File: config.mk
export PLATFORM = sky130hd
export DESIGN_NAME = div_ctrl
export DESIGN_NICKNAME = d
export VERILOG_FILES = /design/src/rtl/div_ctrl.sv
export SDC_FILE = /design/constraint.sdc
export NUM_CORES = 1
export LEC_CHECK = 0
export BUFFER_PORTS_ARGS = -buffer_cell sky130_fd_sc_hd__buf_2
export CAP_MARGIN = 20
export CORE_AREA = 5 5 121 123
export DETAILED_ROUTE_END_ITERATION = 7
export DIE_AREA = 0 0 126 128
export GPL_TIMING_DRIVEN = 0
export PLACE_DENSITY = 0.86
export SETUP_SLACK_MARGIN = 0.5
export SLEW_MARGIN = 20
export SYNTH_ARGS = -nofsm -noshare
export SYNTH_HDL_FRONTEND = slang
export SYNTH_SLANG_ARGS = --single-unit
File: constraint.sdc
create_clock -name clock -period 7.01 [get_ports clock]
set_clock_uncertainty 0.1 [all_clocks]
set_input_delay 1.402 -clock clock [delete_from_list [all_inputs] [get_ports clock]]
set_output_delay 1.402 -clock clock [all_outputs]
set_load 0.005 [all_outputs]
File: src/rtl/div_ctrl.sv
// div_ctrl: front-end sequencer for an unsigned iterative divider core.
// Accepts RV32M DIV/DIVU/REM/REMU requests and resolves divide-by-zero and
// signed overflow locally. Every other request goes to the core as unsigned
// magnitudes. The core's result gets its sign restored and is returned with
// the request tag.
// Optional build macro: DIV_CTRL_REUSE_EN keeps the last core-computed
// operands/results so that a matching request skips the core.
module div_ctrl #(
  parameter int WIDTH = 32,
  parameter int TAG_W = 5
) (
  input  logic             clock,
  input  logic             nreset,
  input  logic             req_valid_i,
  output logic             req_ready_o,
  input  logic [1:0]       req_op_i,
  input  logic [WIDTH-1:0] req_a_i,
  input  logic [WIDTH-1:0] req_b_i,
  input  logic [TAG_W-1:0] req_tag_i,
  output logic             rsp_valid_o,
  input  logic             rsp_ready_i,
  output logic [WIDTH-1:0] rsp_data_o,
  output logic [TAG_W-1:0] rsp_tag_o,
  output logic             core_in_valid_o,
  input  logic             core_in_ready_i,
  output logic [WIDTH-1:0] core_a_o,
  output logic [WIDTH-1:0] core_b_o,
  input  logic             core_out_valid_i,
  output logic             core_out_ready_o,
  input  logic [WIDTH-1:0] core_quot_i,
  input  logic [WIDTH-1:0] core_rem_i,
  output logic             busy_o
);

  typedef enum logic [1:0] {IDLE = 2'd0, ISSUE = 2'd1, WAIT = 2'd2, RESP = 2'd3} state_t;

  localparam logic [WIDTH-1:0] ALL_ONES = {WIDTH{1'b1}};
  localparam logic [WIDTH-1:0] MIN_NEG  = {1'b1, {(WIDTH-1){1'b0}}};

  state_t           state_reg, state_next;
  logic [WIDTH-1:0] mag_a_reg, mag_b_reg, data_reg;
  logic [TAG_W-1:0] tag_reg;
  logic             want_rem_reg, neg_q_reg, neg_r_reg;

  logic             accept;
  logic             acc_signed, acc_rem, acc_neg_q, acc_neg_r, acc_short;
  logic [WIDTH-1:0] acc_mag_a, acc_mag_b, acc_data;
  logic [WIDTH-1:0] core_result;

  // Two's complement negate when requested; -MIN wraps to MIN as intended.
  function automatic logic [WIDTH-1:0] apply_sign(input logic [WIDTH-1:0] v, input logic neg);
    return neg ? -v : v;
  endfunction

  assign accept      = req_valid_i && req_ready_o;
  assign core_result = apply_sign(want_rem_reg ? core_rem_i : core_quot_i,
                                  want_rem_reg ? neg_r_reg : neg_q_reg);
  assign core_a_o    = mag_a_reg;
  assign core_b_o    = mag_b_reg;
  assign rsp_data_o  = data_reg;
  assign rsp_tag_o   = tag_reg;

`ifdef DIV_CTRL_REUSE_EN
  logic [WIDTH-1:0] cur_a_reg, cur_b_reg, cache_a_reg, cache_b_reg, cache_q_reg, cache_r_reg;
  logic             cur_signed_reg, cache_signed_reg, cache_valid_reg;
`endif

  // Decode the incoming request: magnitudes, result signs, and short-path results
  always_comb begin
    acc_signed = ~req_op_i[0];
    acc_rem    = req_op_i[1];
    acc_mag_a  = (acc_signed && req_a_i[WIDTH-1]) ? -req_a_i : req_a_i;
    acc_mag_b  = (acc_signed && req_b_i[WIDTH-1]) ? -req_b_i : req_b_i;
    acc_neg_q  = acc_signed && (req_a_i[WIDTH-1] ^ req_b_i[WIDTH-1]);
    acc_neg_r  = acc_signed && req_a_i[WIDTH-1];
    acc_short  = 1'b0;
    acc_data   = '0;
    if (req_b_i == '0) begin
      acc_short = 1'b1;
      acc_data  = acc_rem ? req_a_i : ALL_ONES;
    end else if (acc_signed && (req_a_i == MIN_NEG) && (req_b_i == ALL_ONES)) begin
      acc_short = 1'b1;
      acc_data  = acc_rem ? '0 : req_a_i;
    end
`ifdef DIV_CTRL_REUSE_EN
    else if (cache_valid_reg && (req_a_i == cache_a_reg) && (req_b_i == cache_b_reg) &&
             (acc_signed == cache_signed_reg)) begin
      acc_short = 1'b1;
      acc_data  = apply_sign(acc_rem ? cache_r_reg : cache_q_reg,
                             acc_rem ? acc_neg_r : acc_neg_q);
    end
`endif
  end

  // State register
  always_ff @(posedge clock or negedge nreset) begin
    if (!nreset) state_reg <= IDLE;
    else         state_reg <= state_next;
  end

  // Next-state logic
  always_comb begin
    state_next = state_reg;
    case (state_reg)
      IDLE:    if (accept) state_next = acc_short ? RESP : ISSUE;
      ISSUE:   if (core_in_ready_i) state_next = WAIT;
      WAIT:    if (core_out_valid_i) state_next = RESP;
      RESP:    if (rsp_ready_i) state_next = accept ? (acc_short ? RESP : ISSUE) : IDLE;
      default: state_next = IDLE;
    endcase
  end

  // Handshake outputs decoded from the current state
  always_comb begin
    req_ready_o      = 1'b0;
    rsp_valid_o      = 1'b0;
    core_in_valid_o  = 1'b0;
    core_out_ready_o = 1'b0;
    busy_o           = (state_reg != IDLE);
    case (state_reg)
      IDLE:  req_ready_o = 1'b1;
      ISSUE: core_in_valid_o = 1'b1;
      WAIT:  core_out_ready_o = 1'b1;
      RESP: begin
        rsp_valid_o = 1'b1;
        req_ready_o = rsp_ready_i;
      end
      default: ;
    endcase
  end

  // Capture request context on accept and the signed result on core completion
  always_ff @(posedge clock or negedge nreset) begin
    if (!nreset) begin
      mag_a_reg    <= '0;
      mag_b_reg    <= '0;
      data_reg     <= '0;
      tag_reg      <= '0;
      want_rem_reg <= 1'b0;
      neg_q_reg    <= 1'b0;
      neg_r_reg    <= 1'b0;
    end else if (accept) begin
      mag_a_reg    <= acc_mag_a;
      mag_b_reg    <= acc_mag_b;
      tag_reg      <= req_tag_i;
      want_rem_reg <= acc_rem;
      neg_q_reg    <= acc_neg_q;
      neg_r_reg    <= acc_neg_r;
      if (acc_short) data_reg <= acc_data;
    end else if ((state_reg == WAIT) && core_out_valid_i) begin
      data_reg <= core_result;
    end
  end

`ifdef DIV_CTRL_REUSE_EN
  // Remember the raw operands of the op in flight and store each core result
  always_ff @(posedge clock or negedge nreset) begin
    if (!nreset) begin
      cur_a_reg        <= '0;
      cur_b_reg        <= '0;
      cur_signed_reg   <= 1'b0;
      cache_a_reg      <= '0;
      cache_b_reg      <= '0;
      cache_signed_reg <= 1'b0;
      cache_q_reg      <= '0;
      cache_r_reg      <= '0;
      cache_valid_reg  <= 1'b0;
    end else if (accept) begin
      cur_a_reg      <= req_a_i;
      cur_b_reg      <= req_b_i;
      cur_signed_reg <= acc_signed;
    end else if ((state_reg == WAIT) && core_out_valid_i) begin
      cache_a_reg      <= cur_a_reg;
      cache_b_reg      <= cur_b_reg;
      cache_signed_reg <= cur_signed_reg;
      cache_q_reg      <= core_quot_i;
      cache_r_reg      <= core_rem_i;
      cache_valid_reg  <= 1'b1;
    end
  end
`endif

endmodule

# Yosys cells after proc, flatten, opt, wreduce, memory -nomap -nowiden
# Index checks and enable logic that the tools add are counted.
dict set report totals {
  ff_bits 106
  inputBits 141
  out_inout_bits 106
  wordCells 61
}
dict set report op_classes {
  addsub 3
  n_eq_ne 10
  mux 25
  n_bitwise 2
  reduce_logical 13
}
# cell count
set ops {}
lappend ops {{$mux 32} 11}
lappend ops {{$neg 32->32} 3}
lappend ops {{$eq 32x32->1 const B} 2}
lappend ops {{$logic_not 32->1} 1}
lappend ops {{$mux 2} 6}
lappend ops {{$ne 2x2->1 const B} 4}
lappend ops {{$pmux 2 s4} 1}
lappend ops {{$logic_and 1x1->1} 7}
lappend ops {{$mux 1} 6}
lappend ops {{$eq 2x2->1 const B} 2}
lappend ops {{$reduce_and 4->1} 1}
lappend ops {{$reduce_bool 2->1} 2}
lappend ops {{$eq 2x1->1 const B} 1}
lappend ops {{$logic_not 2->1} 1}
lappend ops {{$ne 2x1->1 const B} 1}
lappend ops {{$pmux 1 s2} 1}
lappend ops {{$reduce_and 2->1} 1}
lappend ops {{$not 1->1} 1}
lappend ops {{$xor 1x1->1} 1}

# Depth between registers and ports, before layout
# Gate-level depths: netlist of run 1.
dict set report depth {
  depth_word 9
  mapped_depth 14
  depth_no_buf 9
}

# Worst setup path before layout of run 1
# No wires, ideal clock.
dict set report synth_path {
  kind {input-to-reg}
  start {input port req_a_i[0]}
  end {register data_reg[23], in the netlist rsp_data_o[23]}
  setup_ps 118
  arrival_time_ps 3429
  setup_slack_ps 3363
  stages 10
  n_path_buf 1
  path_cell_list {inv_1 ha_1 nor3b_1 nand4_1 or3_1 o21ai_1 a21boi_1 buf_2 o21bai_1 a21o_1}
}
dict set report synth_via {
  elab_chain_cells 7
  word_cells_on_any_way 11
}
# item line_no
set synth_lines {}
lappend synth_lines {{from (decl)} 17} ;# input logic [WIDTH-1:0] req_a_i,
lappend synth_lines {{$eq 32x32->1 *} 81} ;# end else if (acc_signed && (req_a_i == MIN_NEG) && (req_b_i == ALL_ONES)) begin
lappend synth_lines {{$logic_and 1x1->1 * (2 in a row)} 81}
lappend synth_lines {{$mux 1 / $mux 32 (equally long branches)} 81}
lappend synth_lines {{$mux 1 / $mux 32 (equally long branches)} 78} ;# if (req_b_i == '0) begin
lappend synth_lines {{$ne 2x1->1 (no line) / $mux 32 (equally long branches)} --}
lappend synth_lines {{$reduce_and 2->1 (no line) / $mux 32 (equally long branches)} --}
lappend synth_lines {{to (signal assigned)} 149} ;# if (acc_short) data_reg <= acc_data;
lappend synth_lines {{to (signal assigned)} 151} ;# data_reg <= core_result;
lappend synth_lines {{to (decl)} 41} ;# logic [WIDTH-1:0] mag_a_reg, mag_b_reg, data_reg;
# Every way passes the cells marked *; elsewhere a longest branch is shown, timed or not. The select of a mux whose other input is x is not followed.
# A chain may end at the register's enable or synchronous reset.

# Worst setup path in the final report of run 1
dict set report layout_path {
  start {register want_rem_reg}
  end {register data_reg[30], in the netlist rsp_data_o[30]}
}
dict set report layout_via {
  elab_chain_cells 5
  word_cells_on_any_way 6
}
# item line_no
set layout_lines {}
lappend layout_lines {{from (decl)} 43} ;# logic want_rem_reg, neg_q_reg, neg_r_reg;
lappend layout_lines {{from (signal assigned)} 146} ;# want_rem_reg <= acc_rem;
lappend layout_lines {{$mux 32} 56} ;# assign core_result = apply_sign(want_rem_reg ? core_rem_i : core_quot_i,
lappend layout_lines {{$neg 32->32} 52} ;# return neg ? -v : v;
lappend layout_lines {{$mux 32 *} 52}
lappend layout_lines {{$mux 32 *} 150} ;# end else if ((state_reg == WAIT) && core_out_valid_i) begin
lappend layout_lines {{$mux 32 *} 142} ;# end else if (accept) begin
# Marks and branches as above.

==> flow_metrics.env, run 1 <==
export IMPL_arrival_ns=4.89
export IMPL_finalSetupViolations=0
export IMPL_critical_path_reg2reg_startpoint="want_rem_reg$_DFFE_PN0N_"
export IMPL_share_comb_of_total_power_pct=52.7
export IMPL_routed_wl_mm=24.0
export IMPL_synthesis_nets=1015
export IMPL_synth_warning_count=0
export IMPL_grt_antenna_before_repair=2
export IMPL_detail_route_iter0_violations=698
export IMPL_post_synth_and_or_nand_nor_area_fraction_pct=22.7
export IMPL_cts_hold_buf=0
export IMPL_layoutNonFillerInstCount=1309
export IMPL_regToRegSetupSlack_ns=2.22
export IMPL_clock_transition_time_at_the_flip_flop_clock_pins_of_the_worst_setup_and_hold_paths_ns=0.07
export IMPL_total_non_filler_cell_area_in_the_finished_layout_um2=9060
export IMPL_port_buffer_count=246
export IMPL_final_layout_size_suffix_gt1_share_pct=27.4
export IMPL_viasPerCell=5.93
export IMPL_ctsResizeCount=0
export IMPL_hold_path_class="reg2reg"
export IMPL_synth_area_top_cells="sky130_fd_sc_hd__dfrtp_1 (36%), sky130_fd_sc_hd__xnor2_1 (6.5%), sky130_fd_sc_hd__o21ai_0 (6.5%), sky130_fd_sc_hd__nand2_1 (6.3%), sky130_fd_sc_hd__nor2_1 (4.7%)"
export IMPL_mappedNetlistArea_um2=7290
export IMPL_synthTopCellsByCount="sky130_fd_sc_hd__nand2_1 (123), sky130_fd_sc_hd__dfrtp_1 (106), sky130_fd_sc_hd__o21ai_0 (94)"
export IMPL_die_height_um=128
export IMPL_max_cap_violations=0
export IMPL_internal_power_mw=1.93
export IMPL_pwr_density_cell_nw_per_um2=365
export IMPL_initial_utilization_pct=53.8
export IMPL_asr_flop_ratio_synth_pct=100
export IMPL_rsz_0062_raised_after_global_routing="no"
export IMPL_final_min_period_over_clock_period_pct=68.3
export IMPL_first_global_vias=7293
export IMPL_worstSetupStartpointType="flip-flop"
export IMPL_timing_hold_worst_path_depth=2
export IMPL_critical_path_slowest_cell="sky130_fd_sc_hd__buf_1"
export IMPL_place_hpwl_mm=19.2
export IMPL_slew_limit_headroom_pct=52.4
export IMPL_critical_path_max_fanout=10
export IMPL_synth_instances=866
export IMPL_worst_r2r_cell_count=14
export IMPL_detail_route_wl_per_cell_um=18.3
export IMPL_gp_routability_congestion=0.963
export IMPL_critical_path_reg2reg_endpoint="rsp_data_o[30]$_DFFE_PN0P_"
export IMPL_dpl_instance_area_um2=8780
export IMPL_ys_seq_area_share_pct=36.4
export IMPL_postSynthAreaPerCell_um2=8.42
export IMPL_place_inst=1293
export IMPL_route_detailed_drc=0
export IMPL_net_switching_power_mw=1.38
export IMPL_power_frac_seq_pct=32.6
export IMPL_max_freq_mhz=209
export IMPL_main_combinational_cell_family_by_area_after_synthesis="simple AND/OR/NAND/NOR gates"
export IMPL_global_route_total_overflow=0
export IMPL_proportion_of_synthesized_area_in_mux_cells_pct=6.09
export IMPL_vias=7765
export IMPL_worst_path_buf_inv=5
export IMPL_timing_hold_worst_endpoint="rsp_tag_o[3]$_DFFE_PN0N_"
export IMPL_clkSinkCount=106
export IMPL_floorplan_rows=43
export IMPL_synth_largest_type_area_fraction_pct=36.4
export IMPL_cts_tree="done"
export IMPL_synth_main_ff_cell="sky130_fd_sc_hd__dfrtp_1"
export IMPL_fp_dieW_um=126
export IMPL_critical_path_cell_chain="buf_6 > buf_6 > buf_2 > buf_1 > buf_2 > mux2i_1 > ha_1 > nor4b_1 > o221ai_1 > nor4b_4 > nand3_1 > o21ai_0 > xnor2_1 > o221ai_1"
export IMPL_max_slew_worst_pin_slew_ns=0.715
export IMPL_synth_ff_latch_count=106
export IMPL_grt_pass1_wl_mm=37.2
export IMPL_cp_top_family="buffers and inverters"
export IMPL_synth_lib_cells_used_distinct=62
export IMPL_clk_path_buf_depth=2
export IMPL_leakagePower_nw=4.15
export IMPL_gr_usage_all_layers_pct=28.5
export IMPL_setup_worst_path_class="reg2reg"
export IMPL_nNetsFinal=1273
export IMPL_timing_max_transition_violations_final=0
export IMPL_drtAntennaViolNets=0
export IMPL_switching_share_pct=41.6
export IMPL_fraction_of_the_mapped_netlist_area_in_compound_gates_pct=19.0
export IMPL_grt_max_degree=57
export IMPL_finalWorstPathRequiredPeriod_ns=4.79
export IMPL_vdd_ir_drop_max_uv=218
export IMPL_num_fill_cells=1174
export IMPL_cp_data_required_time_ns=7.11
export IMPL_finalHoldViolCount=0
export IMPL_post_synthesis_to_final_layout_area_growth_pct=24.3
export IMPL_drt_pre_antenna_iters=5
export IMPL_worstSetupEndpointType="flip-flop"
export IMPL_design_portCount=247
export IMPL_timing_critical_path_slowest_cell_delay_ns=0.52
export IMPL_synthMostInstantiatedCell="sky130_fd_sc_hd__nand2_1"
export IMPL_clock_power_share_pct=14.6
export IMPL_finalSetupTns_ns=0
export IMPL_synthXorXnorAreaFrac_pct=10.7
export IMPL_holdCritStartpoint="rsp_tag_o[3]$_DFFE_PN0N_"
export IMPL_run_status="finished, final reports clean"
export IMPL_post_cts_repair_setup_buffers=0
export IMPL_die_area_um2=16100
export IMPL_worstSkewPairLatency_ns=0.34
export IMPL_synth_area_leader_cell="sky130_fd_sc_hd__dfrtp_1"
export IMPL_numCtsBuffers=9
export IMPL_synth_edf_count=0
export IMPL_htreeDepth=3
export IMPL_cts_root_buf="sky130_fd_sc_hd__clkbuf_16"
export IMPL_post_synth_fa_ha_maj_area_fraction_pct=1.37
export IMPL_coreArea_um2=13600
## layout make-up
type | count | area (um^2) | share of cell area (%)
antenna | 2 | 5.00 | 0.0552
buffer | 48 | 228 | 2.51
clock buffer | 10 | 229 | 2.53
clock inverter | 4 | 45.0 | 0.497
inverter | 12 | 45.0 | 0.497
multi-input combinational | 700 | 4370 | 48.2
sequential | 106 | 2650 | 29.3
tap | 180 | 225 | 2.49
timing repair buffer | 247 | 1260 | 14.0
## worst reg2reg max path, delay by kind of cell (launching register included)
family / cells / cell delay (ns)
simple gates: 3 / 1.07
mux: 1 / 0.36
buf+inv: 5 / 1.51
compound gates: 3 / 0.77
fa+ha+maj: 1 / 0.26
xor+xnor: 1 / 0.20
flops: 1 / 0.38
## layout by cell type, fill, tap and decap left out, types with 12 or more instances in the layout
cell and n:
sky130_fd_sc_hd__a21oi_1 41, sky130_fd_sc_hd__buf_2 256, sky130_fd_sc_hd__clkbuf_1 28, sky130_fd_sc_hd__dfrtp_1 106, sky130_fd_sc_hd__inv_1 12, sky130_fd_sc_hd__mux2i_1 32
sky130_fd_sc_hd__nand2_1 123, sky130_fd_sc_hd__nand4_1 13, sky130_fd_sc_hd__nor2_1 92, sky130_fd_sc_hd__nor3_1 26, sky130_fd_sc_hd__nor4_1 17, sky130_fd_sc_hd__o21ai_0 94
sky130_fd_sc_hd__o31ai_1 14, sky130_fd_sc_hd__xnor2_1 54, sky130_fd_sc_hd__xor2_1 35
## cell families after synthesis
family	after synthesis
buffers and inverters	60
AOI/OAI and AO/OA	220
DFF	106
adders and majority gates	8
muxes	43
and+or+nand+nor	340
xor gates and xnor gates	89
## per-stage QoR
| step | total power, mW | util (%) | worst slack [ns] | hold slack [ns] |
|---|---|---|---|---|
| floorplan | 2.11 | - | 3.36 | 0.366 |
| global placement | 2.75 | 64.5 | 2.42 | 0.355 |
| detailed placement | 2.81 | 64.8 | 2.39 | 0.357 |
| CTS | 3.30 | 66.8 | 2.35 | 0.374 |
| global route | 3.53 | 66.8 | 2.03 | 0.396 |
| finish | 3.31 | 66.8 | 2.22 | 0.373 |
## per-layer routing
| metal | track usage (%) | up-vias | share of wire, % |
|---|---|---|---|
| met5 | 0 | - | 0 |
| met2 | 45.9 | 407 | 47 |
| met1 | 38.5 | 3689 | 41 |
| li1 | - | 3601 | - |
| met4 | 13.7 | 0 | 3.8 |
| met3 | 3.71 | 68 | 7.9 |
## power groups by stage
stage	clock, mW	sequential, mW	combinational (mW)
floorplan	0	1.08	1.03
global placement	0	1.07	1.68
detailed placement	0	1.08	1.73
CTS	0.488	1.07	1.74
global route	0.507	1.11	1.91
finish	0.485	1.08	1.75
## worst max-delay path by stage
stage,startpoint,end,slack [ns],cells after the start
after floorplan,req_a_i[0],rsp_data_o[23]$_DFFE_PN0P_,3.36,10
after global placement,want_rem_reg$_DFFE_PN0N_,rsp_data_o[26]$_DFFE_PN0P_,2.42,14
after detailed placement,want_rem_reg$_DFFE_PN0N_,rsp_data_o[26]$_DFFE_PN0P_,2.39,14
after CTS,want_rem_reg$_DFFE_PN0N_,rsp_data_o[26]$_DFFE_PN0P_,2.35,14
after global routing,want_rem_reg$_DFFE_PN0N_,rsp_data_o[26]$_DFFE_PN0P_,2.03,14
final,want_rem_reg$_DFFE_PN0N_,rsp_data_o[30]$_DFFE_PN0P_,2.22,14
No activity file was read; power rests on OpenSTA's default activity.
==> run 2: changes to the inputs <==
CORE_AREA = 5 5 125 127   (was 5 5 121 123)
DIE_AREA = 0 0 130 132   (was 0 0 126 128)
PLACE_DENSITY = 0.81   (was 0.86)
clock period = 4.7 ns   (was 7.01 ns; I/O delays follow)
==> flow_metrics.env, run 2 (same netlist as run 1, synthesis figures left out) <==
export IMPL_max_cap_violations=0
export IMPL_die_area_um2=17200
export IMPL_setup_worst_path_class="reg2reg"
export IMPL_routed_wl_mm=24.1
export IMPL_hold_path_class="reg2reg"
export IMPL_cts_root_buf="sky130_fd_sc_hd__clkbuf_16"
export IMPL_clock_transition_time_at_the_flip_flop_clock_pins_of_the_worst_setup_and_hold_paths_ns=0.07
export IMPL_timing_max_transition_violations_final=0
export IMPL_fp_dieW_um=130
export IMPL_rsz_0062_raised_after_global_routing="no"
export IMPL_worstSkewPairLatency_ns=0.34
export IMPL_drtAntennaViolNets=0
export IMPL_worstSetupStartpointType="flip-flop"
export IMPL_finalHoldViolCount=0
export IMPL_numCtsBuffers=9
export IMPL_arrival_ns=4.04
export IMPL_final_cell_mix="sky130_fd_sc_hd__buf_2 (252), sky130_fd_sc_hd__nand2_1 (123), sky130_fd_sc_hd__dfrtp_1 (106)"
export IMPL_drt_pre_antenna_iters=5
export IMPL_most_common_cell_after_layout_fill_and_taps_aside="sky130_fd_sc_hd__buf_2"
export IMPL_vias=7608
export IMPL_detail_route_iter0_violations=703
export IMPL_final_core_util_pct=63.8
export IMPL_gr_usage_all_layers_pct=27.6
export IMPL_grt_max_degree=63
export IMPL_critical_path_max_fanout=10
export IMPL_vdd_ir_drop_max_uv=214
export IMPL_die_height_um=132
export IMPL_worstSetupEndpointType="flip-flop"
export IMPL_htreeDepth=3
export IMPL_cp_data_required_time_ns=4.80
export IMPL_gp_routability_congestion=0.960
export IMPL_grt_pass1_wl_mm=38.2
export IMPL_clkSinkCount=106
export IMPL_global_route_total_overflow=0
export IMPL_cts_tree="done"
export IMPL_max_freq_mhz=254
export IMPL_floorplan_rows=44
export IMPL_slew_limit_headroom_pct=53.2
export IMPL_pwr_density_cell_nw_per_um2=543
export IMPL_port_buffer_count=246
export IMPL_final_min_period_over_clock_period_pct=83.8
export IMPL_fin_total_pwr_mw=4.96
export IMPL_grt_antenna_before_repair=4
export IMPL_regToRegSetupSlack_ns=0.76
export IMPL_route_detailed_drc=0
export IMPL_finalSetupTns_ns=0
export IMPL_detail_route_wl_per_cell_um=18.3
export IMPL_place_hpwl_mm=19.4
export IMPL_run_status="finished, final reports clean"
export IMPL_leakagePower_nw=4.17
export IMPL_viasPerCell=5.78
export IMPL_clk_path_buf_depth=2
export IMPL_design_portCount=247
export IMPL_initial_utilization_pct=50.9
export IMPL_max_slew_worst_pin_slew_ns=0.696
export IMPL_post_synthesis_to_final_layout_area_growth_pct=25.3
export IMPL_coreArea_um2=14300
export IMPL_final_layout_size_suffix_gt1_share_pct=27.9
export IMPL_finalSetupViolations=0
export IMPL_finalWorstPathRequiredPeriod_ns=3.94
export IMPL_first_global_vias=7395
export IMPL_nNetsFinal=1274
run 2: final cells by class:
class                           count  area (um^2)
Fill cell                        1246         5180
Multi-Input combinational cell    700         4400
Sequential cell                   106         2650
Timing Repair Buffer              248         1270
Clock buffer                       12          246
Buffer                             48          241
Tap cell                          184          230
Inverter                           12         45.0
Clock inverter                      3         40.0
Antenna cell                        4         10.0
run 2: stage by stage:
step | instance area, um^2 | cells | hold WS, ns | setup WS, ns
5_1_grt | 9140 | 1317 | 0.396 | 0.515
6_report | 9140 | 1317 | 0.372 | 0.761
3_3_place_gp | 8750 | 1296 | 0.354 | 0.105
3_5_place_dp | 8790 | 1297 | 0.357 | 0.101
4_1_cts | 9090 | 1312 | 0.373 | 0.527
2_1_floorplan | 7290 | 866 | 0.366 | 1.08
run 2: worst max-delay path, stage by stage (launching register included):
cell	delay, ns
sky130_fd_sc_hd__dfrtp_1	0.37
sky130_fd_sc_hd__buf_6	0.15
sky130_fd_sc_hd__buf_6	0.14
sky130_fd_sc_hd__clkbuf_4	0.24
sky130_fd_sc_hd__clkbuf_4	0.26
sky130_fd_sc_hd__buf_4	0.26
sky130_fd_sc_hd__mux2i_2	0.29
sky130_fd_sc_hd__ha_1	0.24
sky130_fd_sc_hd__nor4bb_4	0.35
sky130_fd_sc_hd__o221ai_2	0.22
sky130_fd_sc_hd__nor4b_4	0.31
sky130_fd_sc_hd__buf_4	0.18
sky130_fd_sc_hd__nand3_1	0.10
sky130_fd_sc_hd__o21ai_0	0.22
sky130_fd_sc_hd__xnor2_1	0.20
sky130_fd_sc_hd__o221ai_1	0.15
run 2: metal layers:
| layer | share of wire (%) | routed length [um] | global-route usage, % |
|---|---|---|---|
| met1 | 43 | 10300 | 38.8 |
| met2 | 46 | 11200 | 42.9 |
| met3 | 7.2 | 1740 | 3.44 |
| met4 | 3.5 | 833 | 11.8 |
| met5 | 0 | 0 | 0 |
run 2: final timing paths:
check,depth (start not counted),endpoint,start
max,15,rsp_data_o[26]$_DFFE_PN0P_,want_rem_reg$_DFFE_PN0N_
min,2,rsp_tag_o[0]$_DFFE_PN0N_,rsp_tag_o[0]$_DFFE_PN0N_
max reg2reg,15,rsp_data_o[26]$_DFFE_PN0P_,want_rem_reg$_DFFE_PN0N_
min reg2reg,2,rsp_tag_o[0]$_DFFE_PN0N_,rsp_tag_o[0]$_DFFE_PN0N_
max in group asynchronous,2,core_a_o[12]$_DFFE_PN0N_,nreset
min in group asynchronous,1,rsp_tag_o[1]$_DFFE_PN0N_,nreset
run 2: timing repair:
item                                   in CTS  in global routing
gates resized for setup                     4                  7
pin swaps                                   0                  1
setup buffers                               0                  1
endpoints found under the hold margin       0                  0
setup endpoints to repair                  10                  9
hold buffers                                0                  0
run 2: report_power, final:
part	total [mW]	internal (mW)	switching [mW]
combinational	2.61	1.15	1.46
sequential	1.61	1.35	0.260
clock	0.741	0.423	0.317
